===== src/rtl/ureg_pkg.sv =====
// Shared definitions for the universal shift register: mode encoding and
// the supported register width range.
package ureg_pkg;

  // Operation select, decoded only while en is high.
  typedef enum logic [2:0] {
    MODE_HOLD = 3'b000,
    MODE_LOAD = 3'b001,
    MODE_SHL  = 3'b010,
    MODE_SHR  = 3'b011,
    MODE_ROL  = 3'b100,
    MODE_ROR  = 3'b101,
    MODE_UP   = 3'b110,
    MODE_DN   = 3'b111
  } mode_t;

  // Legal WIDTH bounds; below 2 the shift slices collapse.
  localparam int WIDTH_MIN = 2;
  localparam int WIDTH_MAX = 64;

endpackage


===== src/rtl/universal_shift_reg.sv =====
// WIDTH-bit register with synchronous active-low clear and preset, enable,
// and eight operations (hold, load, shifts, rotates, up/down count).
// Serial outputs and a registered wrap flag (tc) allow chaining instances.
module universal_shift_reg
  import ureg_pkg::*;
#(
  parameter int               WIDTH      = 8,
  parameter logic [WIDTH-1:0] PRESET_VAL = '1
) (
  input  logic             clk,
  input  logic             clear,
  input  logic             preset,
  input  logic             en,
  input  logic [2:0]       mode,
  input  logic [WIDTH-1:0] d,
  input  logic             sin_r,
  input  logic             sin_l,
  output logic [WIDTH-1:0] q,
  output logic             sout_l,
  output logic             sout_r,
  output logic             tc
);

  if (WIDTH < WIDTH_MIN || WIDTH > WIDTH_MAX) begin : g_bad_width
    $error("universal_shift_reg: WIDTH out of supported range");
  end

  logic [WIDTH-1:0] q_next;
  logic             tc_next;

  // Serial outputs expose the bits that leave the register on a shift.
  assign sout_l = q[WIDTH-1];
  assign sout_r = q[0];

  // Next-state decode below clear: preset, then enable, then mode; tc only
  // flags a count that wraps on this edge.
  always_comb begin
    q_next  = q;
    tc_next = 1'b0;
    if (!preset) begin
      q_next = PRESET_VAL;
    end else if (en) begin
      case (mode_t'(mode))
        MODE_HOLD: q_next = q;
        MODE_LOAD: q_next = d;
        MODE_SHL:  q_next = {q[WIDTH-2:0], sin_r};
        MODE_SHR:  q_next = {sin_l, q[WIDTH-1:1]};
        MODE_ROL:  q_next = {q[WIDTH-2:0], q[WIDTH-1]};
        MODE_ROR:  q_next = {q[0], q[WIDTH-1:1]};
        MODE_UP: begin
          q_next  = q + 1'b1;
          tc_next = (q == '1);
        end
        MODE_DN: begin
          q_next  = q - 1'b1;
          tc_next = (q == '0);
        end
        default: q_next = q;
      endcase
    end
  end

  // Single state register; clear has top priority and discards any operation.
  always_ff @(posedge clk) begin
    if (!clear) begin
      q  <= '0;
      tc <= 1'b0;
    end else begin
      q  <= q_next;
      tc <= tc_next;
    end
  end

endmodule

===== config.mk =====
export PLATFORM = sky130hd
export DESIGN_NAME = universal_shift_reg
export DESIGN_NICKNAME = d
export VERILOG_FILES = /design/src/rtl/ureg_pkg.sv /design/src/rtl/universal_shift_reg.sv
export SDC_FILE = /design/constraint.sdc
export NUM_CORES = 1
export LEC_CHECK = 0
export ABC_AREA = 1
export CAP_MARGIN = 20
export CORE_MARGIN = 4
export CORE_UTILIZATION = 51
export CTS_CLUSTER_DIAMETER = 40
export DETAILED_ROUTE_END_ITERATION = 8
export PLACE_DENSITY = 0.88
export SLEW_MARGIN = 20
export SYNTH_ARGS = -nofsm -noshare
export SYNTH_HDL_FRONTEND = slang
export SYNTH_SLANG_ARGS = --single-unit

===== constraint.sdc =====
create_clock -name clk -period 4.55 [get_ports clk]
set_input_delay 1.365 -clock clk [delete_from_list [all_inputs] [get_ports clk]]
set_output_delay 1.365 -clock clk [all_outputs]
set_load 0.02 [all_outputs]

==> results of run 1 <==
## sequential cells by signal, summed over array words and instances, names as in the netlist
signal,cells
q,8
tc,1
## routing by layer
layer	wire [µm]	global-route usage, %	part of all wire (%)
met5	0	0	0
met4	42	11.1	1.5
met3	194	2.28	6.9
met2	1300	38.6	46
met1	1280	30.5	45
## cell families after synthesis
logic type      count (synthesis)  synth area share (%)
simple gates                   93                  45.4
buf+inv                        37                  16.8
flops                           9                  17.8
compound gates                 31                  17.9
xor+xnor                        1                 0.865
fa+ha+maj                       1                  1.24
## path summary, 6_finish.rpt
check / from / to / slack [ns] / cells past startpoint
setup / recovery: mode[2] / q[6]$_SDFFE_PN0P_ / 1.25 / 15
hold / removal: q[2]$_SDFFE_PN0P_ / q[2]$_SDFFE_PN0P_ / 0.65 / 2
setup reg to reg: q[1]$_SDFFE_PN0P_ / q[6]$_SDFFE_PN0P_ / 2.77 / 12
hold reg to reg: q[2]$_SDFFE_PN0P_ / q[2]$_SDFFE_PN0P_ / 0.65 / 2
## per-stage QoR
step,utilization (%),hold WS (ns)
after floorplan,-,0.649
after global placement,70.4,0.597
after detailed placement,70.4,0.606
after CTS,71.9,0.626
after global routing,71.9,0.662
final,71.9,0.646
## worst max-delay path, delay by kind of cell
kind / cells / cell delay [ns]
simple gates: 10 / 1.04
buf+inv: 3 / 0.85
fa+ha+maj: 1 / 0.14
compound gates: 1 / 0.05
## synth_stat cells, types with 2 or more instances
library cell / count
buf_6: 2
buf_4: 3
nand3_1: 21
o21ai_0: 2
a21oi_1: 18
nor4_1: 2
nand4_1: 4
o211ai_1: 2
nand2_4: 2
inv_1: 31
nand2_2: 4
nand2_1: 49
dfxtp_1: 9
nor2_1: 4
o22ai_1: 4
## layout make-up
cell class	instances	area, µm²	share of cell area (%)
Tap cell	25	31.3	2.42
Clock buffer	4	26.3	2.03
Multi-Input combinational cell	126	662	51.1
Inverter	32	125	9.66
Timing Repair Buffer	27	270	20.9
Sequential cell	9	180	13.9
## power by group through the flow
stage          clock network (W)  registers (W)   logic, W
6_report               0.0000586      0.0000957   0.000125
5_1_grt                0.0000668      0.0000963   0.000138
4_1_cts                0.0000617      0.0000951   0.000123
3_5_place_dp                   0      0.0000968   0.000123
3_3_place_gp                   0      0.0000967   0.000120
2_1_floorplan                  0       0.000102  0.0000740
==> results.md, run 1 <==
* Power Internal at 0.000171 W
* Initial antenna violation count at 0
* Async S/R FF share, synth at 0%
* Sequential area share after synthesis at between 10% and 20%
* Net count, final at 217
* Clk Latency, worst-skew pair at between 0.2 and 0.3 ns
* Hold Crit Class: flop to flop
* Core area at roughly 1800 µm²
* Worst path slowest cell: clkdlybuf4s50_1
* CTS Buf Count at 3
* Critical path, cell by cell: clkdlybuf4s50_1, nand3_4, nand2_1, nand2_1, inv_1, ha_1, a21oi_1, nor2_1, nand3_1, nand2_1, nand2_1, nand3_1, nand3_1, nand2_1, inv_1
* Clock sink total at 9
* Flops & latches, synth at 9
* Worst setup SP type: primary input
* Routed Antenna Nets at 0
* Seq pwr share at 34.3%
* Total power at approximately 0.00028 W
* Drt first pass iters at 4
* Largest net degree at the start of global routing at 10
* Initial core utilization at between 50% and 60%
* Post-Layout Cell Count at 223
* Max-slew headroom at 68.7%
* Sw Pwr at 0.000108 W
* Tcrit/Tclk final at ~73%
* Vias per inst at 5.40
* DIE HEIGHT at 52.6 µm
* Cells after DPL at between 200 and 250
* GRT Overall Usage at 23.5%
* PwrDens at about 220 nW/µm²
* Clock power share at a little over a fifth
* Req. time, crit path at ~4.7 ns
* Post-DR wirelength/cell at 12.6 µm
* DRT iter0 DRCs at 52
* CTS tree: done
* Vias in the first global route at between 1,000 and 1,500
* DPL Wire Length at 2320 µm
* Min Tclk post-route at 3.30 ns
* Die ar. at about 2800 µm²
* Syn_nets at 190
* Syn Inst Count at 172
* Synth top area cells: nand2_1 18%, dfxtp_1 18%, inv_1 11%, nand3_1 10%, a21oi_1 8.9%
* Fillers at 148
* Post-cts repair resize count at 0
* Worst Skew at 0.00843 ns
* Max Root-Sink Buffers at 2
* Layout area overhead at 27.9%
* FMAX at 303 MHz
* First-pass GRT wire length at between 4000 and 5000 µm
* Unrepaired setup endpoints after global routing: no
* Share of layout cells above drive strength 1 at 7.07%
* Hold buffer count at CTS at 0
* Commonest non-fill, non-tap cells in the layout: 49 x nand2_1, 31 x inv_1, 27 x clkdlybuf4s50_1
* CP arrival at 3.45 ns
* N_diodes at 0
* Run status: finished, final reports clean
* # DRC at 0
* Row count at 15
* Most frequent CP cell: nand2_1
* Worst slew pin tran at 0.467 ns
* Most common cell after layout, fill and taps aside: nand2_1
* Placer congestion estimate at 0.923
* Hold Fails Final Rpt at 0
* Port buffer count at 27
* Area after DPL at 1270 µm²
* Post-synth top area share at 18.2%
* Yosys warnings at 0
* Root Driver: clkbuf_4
* Final number of setup-violating endpoints at 0
* Total routed wirelength at 2820 µm
* Post-Syn Area at 1010 µm²
* CP max FO at 8
* H-Tree Depth at 1
* Leading area contributor after synthesis: nand2_1
* Post-CTS Setup Inserts at 0
* Avg Cell Area, Syn at a little under 6 µm²
* VDD IR max at 154 µV
* Vias after detailed routing at 1,205
* Die W at 52.6 µm
* Pre-CTS setup slack at 1.02 ns
* Final instance area at 1290 µm²
* Distinct cells, synth at 30
* Final Slew Violations at 0
* WS Path Type: primary input to flop
* EDFF count, synth at 0
* Pleak at 0.642 nW
* Primary FF master, synth: dfxtp_1
* Worst setup margin at 1.25 ns
* CP peak stage delay at 0.76 ns
* IO Count at 28
* Switching share of total power at 38.7%
* Setup TNS at 0 ns
* Max-Cap Viols at 0
* GRT overflow at 0
* Nature of the critical path endpoint: flop
* Clk slew on worst S/H paths at 0.06 ns
* Combinational power share at 44.7%
Power figures use the tool's default switching activity.
==> run 2, diff against run 1 <==
Settings changed: CORE_UTILIZATION 51 to 48, PLACE_DENSITY 0.88 to 0.84.
Clock period 4.55 ns to 3.2 ns, I/O delays scaled along.
==> run 2 against run 1 <==
Against the previous run: total power up 46%; sequential share of layout area down 0.11 points; count of clock-buffer cells in the layout unchanged; flip-flop and latch count unchanged; clock skew down 0.0061 ns.
==> results.md, run 2 (synthesis gave the netlist of run 1 again) <==
* H-Tree Depth at 1 (unchanged)
* Row count at 16 (+1)
* Post-layout util at 65.8% (-6.0 points)
* Delay-heaviest family, CP: simple AND/OR/NAND/NOR gates
* DPL Wire Length at 2400 µm (+3.5%)
* Setup TNS at 0 ns (unchanged)
* CP peak stage delay at 0.72 ns (-0.04 ns)
* GRT overflow at 0 (unchanged)
* Hold buffer count at CTS at 0 (unchanged)
* Area after DPL at 1280 µm² (+0.79%)
* Initial antenna violation count at 0 (unchanged)
* GRT Overall Usage at 23.7% (+0.15 points)
* Max reg flops at 8 (unchanged)
* Commonest non-fill, non-tap cells in the layout: 49 x nand2_1, 31 x inv_1, 27 x clkdlybuf4s50_1
* Port buffer count at 27 (unchanged)
* Worst setup margin at 0.381 ns (-0.869 ns)
* Vias in the first global route at 1,210 (+2.0%)
* Max Root-Sink Buffers at 2 (unchanged)
* CTS Buf Count at 3 (unchanged)
* CTS tree: done
* Final instance area at 1310 µm² (+0.77%)
* Max-Cap Viols at 0 (unchanged)
* Largest Register: q
* # DRC at 0 (unchanged)
* Hold Crit Class: flop to flop
* Run status: finished, final reports clean
* Worst Skew at 0.00232 ns (-0.00612 ns)
* WS Path Type: primary input to flop
* CP arrival at 2.99 ns (-0.46 ns)
* Critical path, cell by cell: clkdlybuf4s50_1, nand3_4, nand2_1, nand2_1, inv_1, ha_1, a21oi_1, nor2_1, nand3_1, nand2_1, nand2_1, nand3_1, nand3_1, nand2_1, inv_1
* Initial core utilization at 51.1% (-5.1 points)
* Most common cell after layout, fill and taps aside: nand2_1
* Hold Fails Final Rpt at 0 (unchanged)
* VDD IR max at 296 µV (+93%)
* Final number of setup-violating endpoints at 0 (unchanged)
* IO Count at 28 (unchanged)
* PwrDens at 311 nW/µm² (+44%)
* Vias per inst at 5.49 (+1.6%)
* Clk slew on worst S/H paths at 0.06 ns (about the same)
* Core area at 1980 µm² (+10%)
* Share of layout cells above drive strength 1 at 7.54% (+0.47 points)
* Net count, final at 218 (+0.46%)
* Die ar. at 2910 µm² (+5.3%)
* Clock sink total at 9 (unchanged)
* Nature of the critical path endpoint: flop
* Max-slew headroom at 72.1% (+3.4 points)
* Root Driver: clkbuf_4
* Clk Latency, worst-skew pair at 0.27 ns (+0.02 ns)
* Worst path slowest cell: clkdlybuf4s50_1
* DRT iter0 DRCs at 50 (-3.8%)
* Final Slew Violations at 0 (unchanged)
* CP Buf/Inv Count at 3 (unchanged)
* Largest net degree at the start of global routing at 10 (unchanged)
* Worst setup SP type: primary input
* Most frequent CP cell: nand2_1
* Drt first pass iters at 4 (unchanged)
* N_diodes at 0 (unchanged)
* Die W at 53.9 µm (+2.6%)
* Placer congestion estimate at 0.912 (-1.2%)
* Unrepaired setup endpoints after global routing: no
* Pleak at 0.646 nW (+0.75%)
* Min Tclk post-route at 2.82 ns
* Post-CTS Setup Inserts at 0 (unchanged)
* DIE HEIGHT at 53.9 µm (+2.6%)
* Routed Antenna Nets at 0 (unchanged)
* Layout area overhead at 28.9%
* Worst slew pin tran at 0.417 ns (-0.0503 ns)
* FMAX at around 350 MHz
* Vias after detailed routing at 1,241 (+3.0%)
* WHS at 0.636 ns (-0.00977 ns)
* Req. time, crit path at 3.37 ns (-1.33 ns)
* Pre-CTS setup slack at 0.122 ns (-0.899 ns)
* Post-cts repair resize count at 0 (unchanged)
* Total routed wirelength at 2960 µm (+5.0%)
* CP max FO at 9 (+1)
* Largest regs: q: 8 flops, tc: 1 flops
* Post-DR wirelength/cell at 13.1 µm (+3.6%)
* First-pass GRT wire length at 5090 µm (+1.9%)
* Tcrit/Tclk final at 88.1%
[run 2: final timing paths]
path | depth (start not counted) | end | start | slack, ns
worst max-delay path | 15 | q[6]$_SDFFE_PN0P_ | mode[1] | 0.38
worst max register to register | 14 | q[6]$_SDFFE_PN0P_ | q[1]$_SDFFE_PN0P_ | 1.43
worst min register to register | 2 | q[2]$_SDFFE_PN0P_ | q[2]$_SDFFE_PN0P_ | 0.64
worst min-delay path | 2 | q[2]$_SDFFE_PN0P_ | q[2]$_SDFFE_PN0P_ | 0.64
[run 2: cell type report]
cell class	instances	area, µm²
Timing Repair Buffer	28	278
Multi-Input combinational cell	126	662
Clock buffer	4	26.3
Fill cell	173	677
Inverter	32	125
Sequential cell	9	180
Tap cell	27	33.8
[run 2: layer usage]
metal	up-vias	share of wire (%)	global-route usage, %
met3	8	6.6	4.43
met5	-	0	0
met1	560	44	29.9
met2	53	47	38.7
met4	0	1.7	10.6
li1	620	-	-
[run 2: metrics by stage]
step	power, W	std cells
2_1_floorplan	0.000251	172
3_3_place_gp	0.000310	222
3_5_place_dp	0.000314	222
4_1_cts	0.000402	226
5_1_grt	0.000430	226
6_report	0.000406	226
[run 2: where the power goes]
group	switching, W	internal, W	total [W]
sequential	0.0000141	0.000122	0.000136
combinational	0.000105	0.0000744	0.000180
clock	0.0000422	0.0000482	0.0000904
total	0.000162	0.000244	0.000406
[run 2: worst reg2reg max path, stage by stage (launching register included)]
cell and delay (ns):
dfxtp_1 0.44, inv_1 0.13, nand2_1 0.11, nand2_1 0.06
inv_1 0.06, ha_1 0.13, a21oi_1 0.05, nor2_1 0.19
nand3_1 0.14, nand2_1 0.08, nand2_1 0.05, nand3_1 0.08
nand3_1 0.08, nand2_1 0.06, inv_1 0.03
==> run 3, diff against run 2 <==
Settings changed: CORE_UTILIZATION 48 to 30, PLACE_DENSITY 0.84 to 0.58, SKIP_LAST_GASP set to 1.
==> run 3 against run 2 <==
Against the previous run: via count shrank 1.2%; worst hold slack lost 0.0017 ns; die area grew 50%; global-route usage shrank 9.2 points; combinational power is essentially flat; fmax grew 2.1%; final area grew 2.2%; sequential power is essentially flat; sequential share of layout area shrank 0.30 points; routed wire length grew 0.85%; largest cell class unchanged.
==> results.md, run 3 (synthesis gave the netlist of run 1 again) <==
* Hold Fails Final Rpt at 0 (unchanged)
* Fillers at 349 (+100%)
* Post-DR wirelength/cell at 12.2 µm (-6.6%)
* DRT iter0 DRCs at 60 (+20%)
* Max-slew headroom at 74.0% (+1.9 points)
* Switching share of total power at 39.0% (-0.77 points)
* Initial antenna violation count at 0 (unchanged)
* Layout area overhead at 31.8%
* CP Buf/Inv Count at 3 (unchanged)
* Req. time, crit path at 3.36 ns (about the same)
* Delay-heaviest family, CP: simple AND/OR/NAND/NOR gates
* Max reg flops at 8 (unchanged)
* Hold Crit Depth at 2 (unchanged)
* Run status: finished, final reports clean
* Net count, final at 219 (+0.46%)
* Clk Latency, worst-skew pair at 0.26 ns (about the same)
* Largest net degree at the start of global routing at 10 (unchanged)
* GRT Overall Usage at 14.5% (-9.2 points)
* R2r worst-path depth at 14 (unchanged)
* Commonest non-fill, non-tap cells in the layout: 49 x nand2_1, 31 x inv_1, 27 x clkdlybuf4s50_1
* Routed Antenna Nets at 0 (unchanged)
* Tcrit/Tclk final at 86.3% (-1.8 points)
* Row count at 20 (+4)
* Seq pwr share at 33.7% (+0.2 points)
* Share of layout cells above drive strength 1 at 8.00% (+0.46 points)
* Total routed wirelength at 2980 µm (+0.85%)
* Hold buffer count at CTS at 0 (unchanged)
* Max Root-Sink Buffers at 2 (unchanged)
* Unrepaired setup endpoints after global routing: no
* R2r startpoint: q[1]$_SDFFE_PN0P_
* CP peak stage delay at 0.68 ns (-0.04 ns)
* Worst setup margin at 0.439 ns (+0.0573 ns)
* Critical path depth in cells at 15 (unchanged)
* Setup TNS at 0 ns (unchanged)
* Pre-CTS setup slack at 0.162 ns (+0.0399 ns)
* Pleak at 0.651 nW (+0.74%)
* H-Tree Depth at 1 (unchanged)
* Max-Cap Viols at 0 (unchanged)
* First-pass GRT wire length at 5150 µm (+1.4%)
* Hold Crit Class: flop to flop
* CTS Buf Count at 3 (unchanged)
* Nature of the critical path endpoint: flop
* Die W at 66.1 µm (+23%)
* Clock sink total at 9 (unchanged)
* Hold Path Sink: q[2]$_SDFFE_PN0P_
* CP arrival at 2.92 ns (-0.07 ns)
* Critical path, cell by cell: clkdlybuf4s50_1, nand3_4, nand2_1, nand2_1, inv_1, ha_1, a21oi_1, nor2_1, nand3_1, nand2_1, nand2_1, nand3_1, nand3_1, nand2_1, inv_1
* Initial core utilization at 32.4% (-19 points)
* Root Driver: clkbuf_4
* # DRC at 0 (unchanged)
* Post-CTS Setup Inserts at 0 (unchanged)
* Clk slew on worst S/H paths at 0.06 ns (about the same)
* GRT overflow at 0 (unchanged)
* Vias per inst at 5.02 (-8.5%)
* Final Slew Violations at 0 (unchanged)
* Worst slew pin tran at 0.390 ns (-0.0275 ns)
* Most common cell after layout, fill and taps aside: nand2_1
* Sw Pwr at 0.000157 W (-3.0%)
* Most frequent CP cell: nand2_1
* CP max FO at 8 (-1)
* Flop-to-flop setup slack at 1.44 ns (about the same)
* CTS tree: done
* IO Count at 28 (unchanged)
* Post-cts repair resize count at 0 (unchanged)
* DPL Wire Length at 2390 µm (-0.47%)
* DIE HEIGHT at 66.1 µm (+23%)
* Min Tclk post-route at 2.76 ns (-0.0573 ns)
* PwrDens at 301 nW/µm² (-3.2%)
* Worst Skew at 0.00397 ns (+0.00165 ns)
* Vias after detailed routing at 1,226 (-1.2%)
* Clock power share at 21.6% (-0.7 points)
* Combinational power share at 44.7% (+0.4 points)
* WS Path Type: primary input to flop
* N_diodes at 0 (unchanged)
* Vias in the first global route at 1,219 (+0.74%)
* Worst Hold Launch: q[2]$_SDFFE_PN0P_
* Worst setup SP type: primary input
* RR Endpoint: q[6]$_SDFFE_PN0P_
* Worst path slowest cell: clkdlybuf4s50_1
* Placer congestion estimate at 0.855 (-6.3%)
* Drt first pass iters at 4 (unchanged)
* Die ar. at 4370 µm² (+50%)
* Power Internal at 0.000245 W (+0.20%)
* FMAX at 362 MHz (+2.1%)
* Core area at 3130 µm² (+58%)
* Largest regs: q: 8 flops, tc: 1 flops
* Port buffer count at 27 (unchanged)
* Largest Register: q
* VDD IR max at 169 µV (-43%)
* Final number of setup-violating endpoints at 0 (unchanged)
* Crit path launch: mode[0]
==> run 3: changes by cell type in the layout (fill, tap and decap cells not counted), sizes merged <==
cell,previous run,this run
buf,1,2
==> run 3: worst max-delay path by stage <==
| stage | end |
|---|---|
| floorplan | q[6]$_SDFFE_PN0P_ |
| global placement | q[6]$_SDFFE_PN0P_ |
| detailed placement | q[6]$_SDFFE_PN0P_ |
| CTS | q[6]$_SDFFE_PN0P_ |
| global route | q[6]$_SDFFE_PN0P_ |
| finish | q[6]$_SDFFE_PN0P_ |
==> run 3: layout make-up <==
| type | count | area, µm² | share of cell area [%] |
|---|---|---|---|
| multi-input cells | 126 | 662 | 49.6 |
| repair buffers | 29 | 285 | 21.4 |
| flip-flops and latches | 9 | 180 | 13.5 |
| inverters | 32 | 125 | 9.38 |
| well taps | 44 | 55.1 | 4.13 |
| clock buffers | 4 | 26.3 | 1.97 |
==> run 3: power groups by stage <==
stage	Clock [W]	Sequential, W	Combinational, W
floorplan	0	0.000146	0.000105
global placement	0	0.000138	0.000177
detailed placement	0	0.000138	0.000178
CTS	0.0000902	0.000135	0.000179
global route	0.0000949	0.000137	0.000199
finish	0.0000867	0.000135	0.000180
==> run 3: through the flow <==
stage	area [µm²]	hold slack, ns	std cells	utilization (%)	power, W
4_1_cts	1330	0.619	244	42.6	0.000404
6_report	1330	0.634	244	42.6	0.000402
3_3_place_gp	1310	0.606	240	41.8	0.000315
3_5_place_dp	1310	0.606	240	41.8	0.000315
2_1_floorplan	1010	0.649	172	-	0.000251
5_1_grt	1330	0.660	244	42.6	0.000431
==> run 3: per-layer routing <==
metal  wire length [µm]  GRT usage, %
met1               1390          18.7
met2               1370          24.0
met3                178          2.55
met4                 41          4.82
met5                  0             0
==> run 3: worst min-delay path, delay by kind of cell (launching register included) <==
| kind | cells | cell delay (ns) |
|---|---|---|
| flip-flops | 1 | 0.43 |
| buffers and inverters | 1 | 0.05 |
| AO/OA/AOI/OAI | 1 | 0.13 |
